File: src/rtl/bus_slave_mem_if.sv
// Request/acknowledge bus between a master and the bus_slave_mem storage target.
// Optional macro BUS_SLAVE_MEM_WSTRB_EN adds the m_wstrb byte-lane strobes.
interface bus_slave_mem_if;
    logic        m_req;
    logic        m_wr;
    logic [7:0]  m_addr;
    logic [31:0] m_wdata;
`ifdef BUS_SLAVE_MEM_WSTRB_EN
    logic [3:0]  m_wstrb;
`endif
    logic        s_ack;
    logic        s_err;
    logic [31:0] s_rdata;
    logic        s_busy;

    modport master (
`ifdef BUS_SLAVE_MEM_WSTRB_EN
        output m_wstrb,
`endif
        output m_req, m_wr, m_addr, m_wdata,
        input  s_ack, s_err, s_rdata, s_busy
    );

    modport slave (
`ifdef BUS_SLAVE_MEM_WSTRB_EN
        input  m_wstrb,
`endif
        input  m_req, m_wr, m_addr, m_wdata,
        output s_ack, s_err, s_rdata, s_busy
    );
endinterface

File: src/rtl/bus_slave_mem.sv
// Bus slave memory: captures one request, waits WAIT_CYC cycles, accesses a
// local register array, then acknowledges for one cycle with data and error.
// Optional macro BUS_SLAVE_MEM_WSTRB_EN enables per-byte write strobes.
module bus_slave_mem #(
    parameter logic [7:0] BASE_ADDR  = 8'h20,
    parameter int         DEPTH_LOG2 = 5,
    parameter int         WAIT_CYC   = 2
) (
    input  logic          clk,
    input  logic          reset_n,
    bus_slave_mem_if.slave bus
);

    localparam int         DEPTH     = 1 << DEPTH_LOG2;
    localparam logic [9:0] DEPTH_LIM = 10'(DEPTH);
    localparam logic [3:0] WAIT_LOAD = 4'(WAIT_CYC);

    localparam logic [1:0] ST_IDLE   = 2'd0;
    localparam logic [1:0] ST_WAIT   = 2'd1;
    localparam logic [1:0] ST_ACCESS = 2'd2;
    localparam logic [1:0] ST_RESP   = 2'd3;

    logic [1:0]  state_q, state_d;
    logic [3:0]  cnt_q, cnt_d;
    logic        wr_q, wr_d;
    logic [7:0]  addr_q, addr_d;
    logic [31:0] wdata_q, wdata_d;
    logic [31:0] rdata_q, rdata_d;
    logic        err_q, err_d;
    logic [31:0] mem_q [DEPTH];
    logic [31:0] mem_d [DEPTH];
`ifdef BUS_SLAVE_MEM_WSTRB_EN
    logic [3:0]  wstrb_q, wstrb_d;
`endif

    logic [8:0]            offset;
    logic                  in_range;
    logic [DEPTH_LOG2-1:0] idx;
    logic [31:0]           wr_word;

    // Decode the latched address; 9-bit subtraction so addresses below the base never alias
    always_comb begin
        offset   = {1'b0, addr_q} - {1'b0, BASE_ADDR};
        in_range = ({1'b0, offset} < DEPTH_LIM);
        idx      = offset[DEPTH_LOG2-1:0];
    end

    // Build the word to store, merging enabled byte lanes over the current contents
    always_comb begin
`ifdef BUS_SLAVE_MEM_WSTRB_EN
        wr_word = mem_q[idx];
        for (int i = 0; i < 4; i++) begin
            if (wstrb_q[i]) begin
                wr_word[8*i +: 8] = wdata_q[8*i +: 8];
            end
        end
`else
        wr_word = wdata_q;
`endif
    end

    // Transaction FSM: capture in IDLE, count wait states, access memory, respond
    always_comb begin
        state_d = state_q;
        cnt_d   = cnt_q;
        wr_d    = wr_q;
        addr_d  = addr_q;
        wdata_d = wdata_q;
        rdata_d = rdata_q;
        err_d   = err_q;
        mem_d   = mem_q;
`ifdef BUS_SLAVE_MEM_WSTRB_EN
        wstrb_d = wstrb_q;
`endif
        case (state_q)
            ST_IDLE: begin
                if (bus.m_req) begin
                    wr_d    = bus.m_wr;
                    addr_d  = bus.m_addr;
                    wdata_d = bus.m_wdata;
`ifdef BUS_SLAVE_MEM_WSTRB_EN
                    wstrb_d = bus.m_wstrb;
`endif
                    if (WAIT_CYC > 0) begin
                        cnt_d   = WAIT_LOAD;
                        state_d = ST_WAIT;
                    end else begin
                        state_d = ST_ACCESS;
                    end
                end
            end
            ST_WAIT: begin
                cnt_d = cnt_q - 4'd1;
                if (cnt_q <= 4'd1) begin
                    state_d = ST_ACCESS;
                end
            end
            ST_ACCESS: begin
                err_d = ~in_range;
                if (!in_range) begin
                    rdata_d = 32'h0;
                end else if (wr_q) begin
                    mem_d[idx] = wr_word;
                end else begin
                    rdata_d = mem_q[idx];
                end
                state_d = ST_RESP;
            end
            default: begin
                state_d = ST_IDLE;
            end
        endcase
    end

    // State, request latch, response data and memory registers with async clear
    always_ff @(posedge clk or negedge reset_n) begin
        if (!reset_n) begin
            state_q <= ST_IDLE;
            cnt_q   <= 4'd0;
            wr_q    <= 1'b0;
            addr_q  <= 8'h0;
            wdata_q <= 32'h0;
            rdata_q <= 32'h0;
            err_q   <= 1'b0;
            mem_q   <= '{default: 32'h0};
`ifdef BUS_SLAVE_MEM_WSTRB_EN
            wstrb_q <= 4'h0;
`endif
        end else begin
            state_q <= state_d;
            cnt_q   <= cnt_d;
            wr_q    <= wr_d;
            addr_q  <= addr_d;
            wdata_q <= wdata_d;
            rdata_q <= rdata_d;
            err_q   <= err_d;
            mem_q   <= mem_d;
`ifdef BUS_SLAVE_MEM_WSTRB_EN
            wstrb_q <= wstrb_d;
`endif
        end
    end

    // Outputs decoded from the state register only
    always_comb begin
        bus.s_ack   = (state_q == ST_RESP);
        bus.s_err   = (state_q == ST_RESP) & err_q;
        bus.s_busy  = (state_q != ST_IDLE);
        bus.s_rdata = rdata_q;
    end

endmodule

File: src/flat_wrapper.sv
// flat-port wrapper written by rule: the top's interface ports become plain ports
module bus_slave_mem_flat 
#(
    parameter logic [7:0] BASE_ADDR  = 8'h20,
    parameter int         DEPTH_LOG2 = 5,
    parameter int         WAIT_CYC   = 2
)
  (clk, reset_n, bus_m_req, bus_m_wr, bus_m_addr, bus_m_wdata, bus_s_ack, bus_s_err, bus_s_rdata, bus_s_busy);
  bus_slave_mem_if bus_i ();
  input  logic clk;
  input  logic reset_n;
  input wire logic [$bits(bus_i.m_req)-1:0] bus_m_req;
  input wire logic [$bits(bus_i.m_wr)-1:0] bus_m_wr;
  input wire logic [$bits(bus_i.m_addr)-1:0] bus_m_addr;
  input wire logic [$bits(bus_i.m_wdata)-1:0] bus_m_wdata;
  output wire logic [$bits(bus_i.s_ack)-1:0] bus_s_ack;
  output wire logic [$bits(bus_i.s_err)-1:0] bus_s_err;
  output wire logic [$bits(bus_i.s_rdata)-1:0] bus_s_rdata;
  output wire logic [$bits(bus_i.s_busy)-1:0] bus_s_busy;
  assign bus_i.m_req = bus_m_req;
  assign bus_i.m_wr = bus_m_wr;
  assign bus_i.m_addr = bus_m_addr;
  assign bus_i.m_wdata = bus_m_wdata;
  assign bus_s_ack = bus_i.s_ack;
  assign bus_s_err = bus_i.s_err;
  assign bus_s_rdata = bus_i.s_rdata;
  assign bus_s_busy = bus_i.s_busy;
  bus_slave_mem #(.BASE_ADDR(BASE_ADDR), .DEPTH_LOG2(DEPTH_LOG2), .WAIT_CYC(WAIT_CYC)) u_core (.clk(clk), .reset_n(reset_n), .bus(bus_i));
endmodule
File: config.mk
export PLATFORM = sky130hd
export DESIGN_NAME = bus_slave_mem_flat
export DESIGN_NICKNAME = d
export VERILOG_FILES = /design/src/rtl/bus_slave_mem_if.sv /design/src/rtl/bus_slave_mem.sv /design/src/flat_wrapper.sv
export SDC_FILE = /design/constraint.sdc
export NUM_CORES = 1
export LEC_CHECK = 0
export CAP_MARGIN = 5
export CELL_PAD_IN_SITES_DETAIL_PLACEMENT = 0
export CELL_PAD_IN_SITES_GLOBAL_PLACEMENT = 2
export CORE_MARGIN = 8
export CORE_UTILIZATION = 50
export CTS_CLUSTER_DIAMETER = 40
export CTS_CLUSTER_SIZE = 12
export DETAILED_ROUTE_END_ITERATION = 8
export PLACE_DENSITY_LB_ADDON = 0.08
export SLEW_MARGIN = 20
export SYNTH_ARGS = -nofsm -noshare
export SYNTH_HDL_FRONTEND = slang
export SYNTH_SLANG_ARGS = --single-unit
File: constraint.sdc
create_clock -name clk -period 5.5 [get_ports clk]
set_input_delay 0.55 -clock clk [delete_from_list [all_inputs] [get_ports clk]]
set_output_delay 0.55 -clock clk [all_outputs]
set_load 0.02 [all_outputs]
# After elaboration in Yosys (flattened, before gate mapping)
# Cells that the tools add are included.
# totals
ff_bits	1104
inputBits	44
wordCells	76
# classes
magnitude_cmp	4
n_reduce_logical	9
n_bitwise	3
eq_ne	6
mux	13
n_addsub	2
# op_table
op	n
$bwmux W1024	1
$bmux W32 S5	1
$demux W32 S5	1
$mux W32	5
$lt A9 B6 Y1 const B	1
$sub A8 B6 Y9 const B	1
$pmux W4 S2	1
$reduce_and A2 Y1	4
$ge A6 B6 Y1 const B	1
$lt A6 B1 Y1 const B	1
$not A5 Y6	1
$pmux W2 S3	1
$eq A2 B2 Y1 const B	2
$le A4 B1 Y1 const B	1
$mux W2	2
$mux W4	1
$ne A2 B2 Y1 const B	2
$reduce_bool A2 Y1	2
$sub A4 B1 Y4 const B	1
$reduce_and A3 Y1	1
$eq A2 B1 Y1 const B	1
$logic_not A2 Y1	1
$ne A2 B1 Y1 const B	1
$and A1 B1 Y1	1
2 further kinds	2

# Depth between registers and ports, before layout
# depth
ltp_word	7
ltp_mapped	9
mapped_depth_nobuf	7

# Worst setup path before layout
# OpenSTA, ideal clock, no wires.
# synth_timing
path_kind	register to register
from	register u_core.state_q[0]
to	register u_core.mem_q[161] in the netlist's numbering
stages_incl_launch_ff	8
arrival_ns	1.995
required_ns	5.375
path_slack_ns	3.380
setup_time_ns	0.125
period_less_slack_ns	2.120
path_buffers	1
cell_sequence	dfrtp_1 > inv_1 > ha_1 > and3_1 > nand3b_1 > nor2_1 > buf_2 > mux2_2
# synth_between
elab_chain_cells	2
# synth_rtl
element	line_no	rtl
from (decl)	bus_slave_mem.sv:23	logic [1:0] state_q, state_d;
from (signal assigned)	bus_slave_mem.sv:130	state_q <= state_d;
$eq A2 B2 Y1	bus_slave_mem.sv:75	case (state_q)
$reduce_and A3 Y1 (no line)	-	
to (signal assigned)	bus_slave_mem.sv:137	mem_q <= mem_d;
to (decl)	bus_slave_mem.sv:30	logic [31:0] mem_q [DEPTH];
# No other way between the ends.
# A chain may end at the register's enable or synchronous reset.

# Worst setup path after layout
# layout_timing
from	register u_core.addr_q[1]
to	register u_core.mem_q[207] in the netlist's numbering
# layout_between
elab_chain_cells	7
elab_cells_between_ends	10
classes_between	add/sub (1); order compare (3); mux (3); bitwise (1); reduce/logical (2)
# layout_rtl
element	line_no	rtl
from (decl)	bus_slave_mem.sv:26	logic [7:0] addr_q, addr_d;
from (signal assigned)	bus_slave_mem.sv:133	addr_q <= addr_d;
$sub A8 B6 Y9 (*)	bus_slave_mem.sv:43	offset = {1'b0, addr_q} - {1'b0, BASE_ADDR};
$not A5 Y6 (not written as such)	bus_slave_mem.sv:103	mem_d[idx] = wr_word;
$ge A6 B6 Y1 (not written as such) / $lt A6 B1 Y1 (equally long branches)	bus_slave_mem.sv:103	
$logic_and A1 B1 Y1 (not written as such)	bus_slave_mem.sv:103	
$mux W32 (not written as such)	bus_slave_mem.sv:103	
$demux W32 S5	bus_slave_mem.sv:103	
$bwmux W1024	bus_slave_mem.sv:103	
# Every way passes the cells marked *; elsewhere a longest branch is shown, timed or not.

==> run summary <==
First drt pass iteration count = 5
DRT met1 WL = 66260 um
Reg2Reg Setup Slack = 1.53 ns
Pwr dens = 499.4 nW/um^2
Nets = 3362
Fin. max-slew vios = 0
Vias per inst = 6.277
Crit path capture type = register
H-tree levels = 4
Crit path time final = 3.970 ns
Hold slack = 0.4068 ns
CTS max path bufs = 3
Initial antenna violation count = 4
Final WS setup = 1.530 ns
Total die area = 109500 um^2
Chip Height = 331.0 um
Post-route ant nets = 0
Total congestion overflow = 0
Die span in x = 331.0 um
Clock sinks = 1104
Synth warn = 0
Most frequent cells in the layout = 1089 x dfrtp_1, 1078 x mux2_2, 164 x mux2i_1
Final Hold Fails = 0
Worst vdd ir = 0.3919 mV
DR WL met2 = 70300 um
Fmax = 0.2519 GHz
Worst-Skew Late Latency = 0.75 ns
WL final = 149500 um
Post-synth ARST share = 100.0%
CP max FO = 38
WP depth = 5
P&R area growth vs syn = 15.32%
Syn nets = 3334
Via count = 29.64k
CP arrival = 4.59 ns
Worst Skew = 0.03027 ns
Max-Cap Viols = 0
Dominant synthesized flop cell = dfrtp_1
Post-synthesis cell type count = 53
Setup Buffers After CTS = 0
Largest net degree at the start of global routing = 155
CTS tree = built
Rel. slew slack = 21.73%
# DRC = 0
CP delay by family, top = simple AND/OR/NAND/NOR gates
Worst r2r dst = u_core.mem_q[207]
Clock transition at path regs = 0.06 ns
Layout cells sized above 1 = 48.46%
Top layer in use = met5
Seq cells post-synth = 1104
WL/cell = 31.65 um
RSZ-0062 raised after global routing = false
CTS root buf = clkbuf_16
Number of core rows = 115
CP endpoint = u_core.mem_q[207]
Pleak = 27.39 nW
EDFF count, synth = 0
Sequential area share after synthesis = 55.70%
WP buf/inv = 2
Setup CP Type = reg2reg
DRT iter0 DRCs = 2228
Met3 wire len = 7511 um
Worst r2r src = u_core.addr_q[1]
Vias in the first global route = 31.78k
Req. time, crit path = 6.12 ns
Initial Util = 50.40%
Worst stage delay on the critical path = 0.94 ns
Fin crit share = 72.19%
Total negative setup slack = 0 ns
R2R depth = 5
Core Box Area = 98420 um^2
Pre-CTS setup slack = 1.622 ns
Status = finished clean
Finished Core Util = 58.12%
IO buf count = 78
GPL Wtd Cong = 0.8022
Total CTS buffers = 156
Mean Syn Cell Area = 15.10 um^2
Post-synthesis cell count = 3284
First-pass GRT wire length = 222000 um
Post-DP HPWL = 88830 um
CP cell instances = inv_1 > nand3_1 > nor2_4 > buf_4 > mux2_2
Worst-Margin Slew = 1.174 ns
Fillers = 7760
Worst Hold Class = in2reg
Setup crit start kind = register
Setup violators final = 0
Total power = 28.57 mW
CP startpoint = u_core.addr_q[1]
Commonest non-fill, non-tap cell in the layout = dfrtp_1
All-Layer GR Usage = 27.74%
Top-level I/O count = 79
Slowest stage cell, crit path = nor2_4
Post-Synthesis Cell Area = 49600 um^2
[per-layer routing]
layer	track usage [%]	up-vias
li1	-	12250
met1	38.55	16250
met2	43.73	850
met3	5.064	296
met4	10.26	2
met5	0	-
[worst min path at each step]
stage	startpoint	end	slack [ns]	cells past startpoint
2_1_floorplan	reset_n	u_core.addr_q[0]	0.25	0
3_3_place_gp	u_core.mem_q[689]	u_core.mem_q[689]	0.46	1
3_5_place_dp	u_core.mem_q[690]	u_core.mem_q[690]	0.48	1
4_1_cts	bus_m_wdata[31]	u_core.wdata_q[31]	0.36	2
5_1_grt	bus_m_addr[0]	u_core.addr_q[0]	0.38	2
6_report	bus_m_wdata[31]	u_core.wdata_q[31]	0.41	2
[repair_timing]
item,4_1_cts,5_1_grt
endpoints found under the setup margin,0,0
gates resized for setup,0,0
endpoints found under the hold margin,99,0
hold buffers,1,0
[registers in the layout, summed over array words and instances (netlist names)]
register,flops
u_core.err_q,1
u_core.wdata_q,32
u_core.mem_q,1024
u_core.bus.s_rdata,32
u_core.wr_q,1
u_core.state_q,2
u_core.addr_q,8
u_core.cnt_q,4
[layout make-up]
class                      count  area (um^2)  share of cell area [%]
antenna                        1        2.502                0.004375
clock buffer                 196         4359                   7.621
clock inverter                84         1092                   1.910
inverter                       9        33.78                 0.05906
multi-input combinational   1870        20660                   36.12
sequential                  1104        27650                   48.34
tap                         1287         1610                   2.815
timing repair buffer         171         1789                   3.128
[where the power goes]
group | internal [mW] | total [mW] | switching, mW | leakage (nW)
combinational | 2.95 | 6.74 | 3.78 | 9.51
sequential | 9.45 | 11.5 | 2.00 | 15.3
clock | 6.57 | 10.4 | 3.80 | 2.63
[stage by stage]
step                instance area [um^2]  std cells
floorplan                          49600       3284
global placement                   51640       4436
detailed placement                 51700       4439
CTS                                57160       4720
global route                       57200       4721
finish                             57200       4722
[synth_stat cells, types with 27 or more instances]
cell      instances  share of area, %
a211oi_1         35              0.53
a22oi_1          45              0.68
buf_2            91              0.92
buf_4            41              0.62
clkbuf_1        135               1.0
dfrtp_1        1104                56
mux2_2         1078                24
mux2i_1         164               3.3
mux4_2          158               7.2
nand2_1          53              0.40
nor2_1           72              0.54
nor2b_1          27              0.34
o22ai_1          52              0.66
[cells by family (layout without fill, tap and decap cells)]
family,count (synthesis),count (layout),synth area share [%]
adders and majority gates,6,6,0.1513
DFF,1104,1104,55.70
AOI/OAI and AO/OA,228,228,3.299
and+or+nand+nor,229,229,2.298
muxes,1407,1407,35.24
other,0,1,0
buffers and inverters,310,460,3.320
(Power assumes the default switching activity.)
